==> src/rtl/mem_arbiter_rr.sv <==
// mem_arbiter_rr: N-client arbiter placed in front of a single cacheline adapter.
// The adapter sees one request at a time. The winning request is captured into
// registers at grant time, so the adapter outputs never depend combinationally
// on the client inputs.
// Build option: define ARB_ROUND_ROBIN_EN for round-robin selection; without it
// the lowest-index requester always wins (fixed priority, dcache over icache).
`timescale 1ns/1ps
module mem_arbiter_rr #(
  parameter int NUM_CLIENTS = 2,
  parameter int ADDR_WIDTH  = 32,
  parameter int LINE_WIDTH  = 256
) (
  input  logic                              clk,
  input  logic                              rst,
  input  logic [NUM_CLIENTS*ADDR_WIDTH-1:0] cl_address,
  input  logic [NUM_CLIENTS-1:0]            cl_read,
  input  logic [NUM_CLIENTS-1:0]            cl_write,
  input  logic [NUM_CLIENTS*LINE_WIDTH-1:0] cl_wdata,
  output logic [NUM_CLIENTS*LINE_WIDTH-1:0] cl_rdata,
  output logic [NUM_CLIENTS-1:0]            cl_resp,
  output logic [ADDR_WIDTH-1:0]             address_i,
  output logic [LINE_WIDTH-1:0]             line_i,
  output logic                              read_i,
  output logic                              write_i,
  input  logic [LINE_WIDTH-1:0]             line_o,
  input  logic                              resp_o,
  output logic [NUM_CLIENTS-1:0]            grant_o,
  output logic                              busy_o
);

  localparam int IDX_W = $clog2(NUM_CLIENTS);

  typedef enum logic {
    IDLE,
    BUSY
  } state_e;

  state_e                 state_q, state_d;
  logic [ADDR_WIDTH-1:0]  addr_q, addr_d;
  logic [LINE_WIDTH-1:0]  wdata_q, wdata_d;
  logic                   is_write_q, is_write_d;
  logic [IDX_W-1:0]       gnt_q, gnt_d;
`ifdef ARB_ROUND_ROBIN_EN
  logic [IDX_W-1:0]       last_grant_q, last_grant_d;
  logic                   found;
`endif

  logic [NUM_CLIENTS-1:0] req;
  logic                   any_req;
  logic [IDX_W-1:0]       winner;
  logic [IDX_W-1:0]       cand;

  // A read+write request from the same client counts as a single read request.
  assign req     = cl_read | cl_write;
  assign any_req = |req;

  // Select the winner among the clients asking right now.
  always_comb begin
    winner = '0;
    cand   = '0;
`ifdef ARB_ROUND_ROBIN_EN
    found  = 1'b0;
    for (int i = 0; i < NUM_CLIENTS; i++) begin
      cand = IDX_W'((int'(last_grant_q) + 1 + i) % NUM_CLIENTS);
      if (!found && req[cand]) begin
        winner = cand;
        found  = 1'b1;
      end
    end
`else
    for (int i = NUM_CLIENTS - 1; i >= 0; i--) begin
      cand = IDX_W'(i);
      if (req[cand]) begin
        winner = cand;
      end
    end
`endif
  end

  // Next state: capture the winner's request on grant, release on adapter completion.
  always_comb begin
    state_d      = state_q;
    addr_d       = addr_q;
    wdata_d      = wdata_q;
    is_write_d   = is_write_q;
    gnt_d        = gnt_q;
`ifdef ARB_ROUND_ROBIN_EN
    last_grant_d = last_grant_q;
`endif
    case (state_q)
      IDLE: begin
        if (any_req) begin
          addr_d     = cl_address[winner*ADDR_WIDTH +: ADDR_WIDTH];
          wdata_d    = cl_wdata[winner*LINE_WIDTH +: LINE_WIDTH];
          is_write_d = cl_write[winner] & ~cl_read[winner];
          gnt_d      = winner;
`ifdef ARB_ROUND_ROBIN_EN
          last_grant_d = winner;
`endif
          state_d    = BUSY;
        end
      end
      BUSY: begin
        if (resp_o) begin
          state_d = IDLE;
        end
      end
      default: state_d = IDLE;
    endcase
  end

  // State and captured-request registers with synchronous reset.
  always_ff @(posedge clk) begin
    if (rst) begin
      state_q      <= IDLE;
      addr_q       <= '0;
      wdata_q      <= '0;
      is_write_q   <= 1'b0;
      gnt_q        <= '0;
`ifdef ARB_ROUND_ROBIN_EN
      last_grant_q <= IDX_W'(NUM_CLIENTS - 1);
`endif
    end else begin
      state_q      <= state_d;
      addr_q       <= addr_d;
      wdata_q      <= wdata_d;
      is_write_q   <= is_write_d;
      gnt_q        <= gnt_d;
`ifdef ARB_ROUND_ROBIN_EN
      last_grant_q <= last_grant_d;
`endif
    end
  end

  // Adapter and client outputs, driven from captured registers; a reset cycle suppresses responses.
  always_comb begin
    address_i = '0;
    line_i    = '0;
    read_i    = 1'b0;
    write_i   = 1'b0;
    grant_o   = '0;
    busy_o    = 1'b0;
    cl_resp   = '0;
    cl_rdata  = '0;
    if (state_q == BUSY) begin
      address_i      = addr_q;
      read_i         = ~is_write_q;
      write_i        = is_write_q;
      line_i         = is_write_q ? wdata_q : '0;
      grant_o[gnt_q] = 1'b1;
      busy_o         = 1'b1;
      if (resp_o && !rst) begin
        cl_resp[gnt_q] = 1'b1;
        if (!is_write_q) begin
          cl_rdata[gnt_q*LINE_WIDTH +: LINE_WIDTH] = line_o;
        end
      end
    end
  end

endmodule

==> config.mk <==
export PLATFORM = sky130hd
export DESIGN_NAME = mem_arbiter_rr
export DESIGN_NICKNAME = d
export VERILOG_FILES = /design/src/rtl/mem_arbiter_rr.sv
export SDC_FILE = /design/constraint.sdc
export NUM_CORES = 1
export LEC_CHECK = 0
export CORE_AREA = 2 2 642 644
export DETAILED_ROUTE_END_ITERATION = 10
export DIE_AREA = 0 0 644 646
export SYNTH_ARGS = -nofsm -noshare
export SYNTH_HDL_FRONTEND = slang
export SYNTH_SLANG_ARGS = --single-unit
==> constraint.sdc <==
create_clock -name clk -period 2.9 [get_ports clk]
set_input_delay 0.58 -clock clk [delete_from_list [all_inputs] [get_ports clk]]
set_output_delay 0.58 -clock clk [all_outputs]
set_load 0.03 [all_outputs]
==> qor.yml <==
critPathArrivalTime_ns: 2.53
finalHoldViolations: 0
dpl-instance-area_um2: 48600
route.detailed.drc: 0
yosys.area_share.simple_pct: 33.2
synth_area_per_cell_um2: 7.30
clock.fmax_ghz: 0.322
crit_path_start_kind: "flop"
die_w_um: 644
cp_top_family: "buffers and inverters"
worstMarginPinSlew_ns: 1.04
synth_top_family_by_area: "simple AND/OR/NAND/NOR gates"
port_buffers: 1645
ys.flop_type: "dfxtp_1"
cts_tree: "built"
fin_nets: 5089
final_area_um2: 53100
cpMaxStageDelayCell: "dfxtp_4"
die_h_um: 646
die-area_um2: 416000
hold_class: "primary input to flop"
cts.clk_slew.worst_paths_ns: 0.08
fp-row-count: 235
endpoint_kind: "primary output"
postSynthCellCount: 2697
grt_pass1_wl_mm: 425
cts_root_buf: "clkbuf_16"
fin_tns_setup_ns: -46.78
synth-async-reset-ratio_pct: 0
timing.slew.headroom_pct: 30.5
p_per_area_nw_per_um2: 309
h-tree-depth: 2
synthAdderAreaFrac_pct: 0
drv_slew: 0
crit_required_ns: 2.32
vias: 32605
syn_area_um2: 19700
grt_pass1_vias: 28851
cpMostUsedCell: "buf_12"
gp_congestion: 1.15
grt_overflow: 0
setup_viol: 590
vias_per_cell: 3.32
synth_edf_count: 0
grt_usage_pct: 16.5
syn-num-nets: 3536
start_util_pct: 4.81
synthMuxAreaShare_pct: 0
ys_seq_area_share_pct: 29.6
yosysWarnings: 0
synth_compound_area_share_pct: 27.7
setup_ws_ns: -0.209
synthXorXnorAreaFrac_pct: 0
area_growth_pct: 170
cp_max_fo: 15
clk_latency_ns: 0.74
critical_path.cell_chain: "inv_8, nor2_4, buf_12, buf_16, buf_12, buf_16, and3_1, buf_12"
fin_crit_ns: 3.11
leakagePower_nw: 20.3
io_pins: 1646
violations: "setup timing"
critPathMaxStageDelay_ns: 0.45
dp_hpwl_mm: 316
core_area_um2: 409000
dr.pass1.iters: 5
rsz0062_at_grt: "yes"
dp.cells: 9589
critPathKind: "flop to primary output"
cap_viol_max_count: 0
grt_max_degree: 128
drt_iter0_markers: 3722
status: "complete, but fails checks"
cts_sinks: 291
finalCritPeriodShare_pct: 107
numCtsBuffers: 43
crit_buf_inv: 6
wirelength_mm: 366
final_util_pct: 13.0
drive_gt1_share_pct: 32.5
fin_skew_ns: 0.0790
irDropWorstVdd_v: 0.000387
avgRoutedWirePerCell_um: 37.3
ys_types: 28
clockBufferDepth: 3
synth-seq-cells: 291
nFillCells: 46575
antenna_found_initial: 270
stdcell_count: 9817
ant_nets: 0
## metal layers
| layer | vias to the layer above | wire [µm] | track usage, % |
|---|---|---|---|
| met4 | 80 | 11800 | 4.55 |
| li1 | 13547 | - | - |
| met5 | - | 531 | 0 |
| met2 | 2339 | 163000 | 25.9 |
| met3 | 505 | 55300 | 10.7 |
| met1 | 16134 | 136000 | 18.3 |
## registers in the layout, indices dropped and copies added, names as in the netlist
register	flops
addr_q	32
wdata_q	256
gnt_q	1
is_write_q	1
state_q	1
## through the flow
step | power, mW | setup slack [ns] | hold WS (ns)
floorplan | 6.59 | 0.466 | 0.488
global placement | 10.3 | -0.343 | 0.500
detailed placement | 10.3 | -0.320 | 0.511
CTS | 16.4 | -0.374 | 0.162
global route | 17.0 | -0.306 | 0.208
finish | 16.4 | -0.209 | 0.240
## cell families after synthesis
logic type,Yosys count
simple gates,1104
compound gates,870
flops,291
buf+inv,432
## power breakdown
part           total [mW]  switching [mW]  internal, mW  leakage (nW)
Clock                5.46            2.54          2.92         0.656
Sequential           4.69           0.266          4.42          2.42
Combinational        6.26            3.47          2.79          17.2
Total                16.4            6.27          10.1          20.3
## worst paths after layout
kind	start	to	slack, ns	cells after the start
max	state_q	cl_rdata[131]	-0.21	8
min	rst	state_q	0.24	3
max reg2reg	state_q	wdata_q[22]	0.35	6
min reg2reg	wdata_q[241]	wdata_q[241]	0.52	2
## repair_timing
item	CTS	global route
buffers inserted	20	13
gates resized for setup	253	236
gates cloned	21	18
endpoints found under the setup margin	775	731
pin swaps	2	6
endpoints found under the hold margin	1	0
hold buffers	1	0
## worst reg2reg max path: cells and delay by family (launching register included)
| family | cells | cell delay [ns] |
|---|---|---|
| AO/OA/AOI/OAI | 2 | 0.47 |
| flip-flops | 1 | 0.41 |
| buffers and inverters | 4 | 1.49 |
## area by class of cell
cell class / instances / area [µm²] / share of cell area (%)
Timing Repair Buffer: 1937 / 25800 / 48.5
Multi-Input combinational cell: 1974 / 13100 / 24.6
Tap cell: 5451 / 6820 / 12.8
Sequential cell: 291 / 5830 / 11.0
Clock buffer: 58 / 1190 / 2.25
Antenna cell: 85 / 213 / 0.401
Clock inverter: 18 / 156 / 0.295
Inverter: 3 / 18.8 / 0.0354
## synthesized netlist by cell type (4+ instances only)
library cell  number  share of area (%)
clkbuf_1         360                6.9
o21ai_0          287                7.3
buf_6             24                1.4
dfxtp_1          291                 30
and2_1            34                1.1
nor2_1             4              0.076
a21oi_1          290                7.4
buf_4              4               0.15
buf_1              7               0.13
nand3_1          288                7.3
buf_2             33               0.84
a311oi_1         288                 13
and3_1           769                 24
## cells in the final DEF, fill, tap and decap left out, types with 4 or more instances in the layout
cell / netlist / layout
buf_4: 4 / 322
clkdlybuf4s50_1: 0 / 837
and3_1: 769 / 531
and3_4: 0 / 201
clkbuf_8: 0 / 6
buf_6: 24 / 47
dfxtp_1: 291 / 289
nor2_4: 1 / 4
clkinvlp_4: 0 / 4
and3_2: 0 / 37
inv_6: 0 / 7
clkbuf_1: 360 / 9
and2_1: 34 / 34
buf_16: 0 / 31
clkinv_2: 0 / 5
o21ai_0: 287 / 287
a311oi_1: 288 / 288
dlymetal6s2s_1: 0 / 12
buf_8: 0 / 12
clkdlybuf4s15_2: 0 / 17
clkbuf_16: 0 / 57
buf_12: 0 / 626
dlygate4sd2_1: 0 / 16
a21oi_1: 290 / 289
diode_2: 0 / 85
nand3_1: 288 / 288
(Power assumes the default switching activity.)
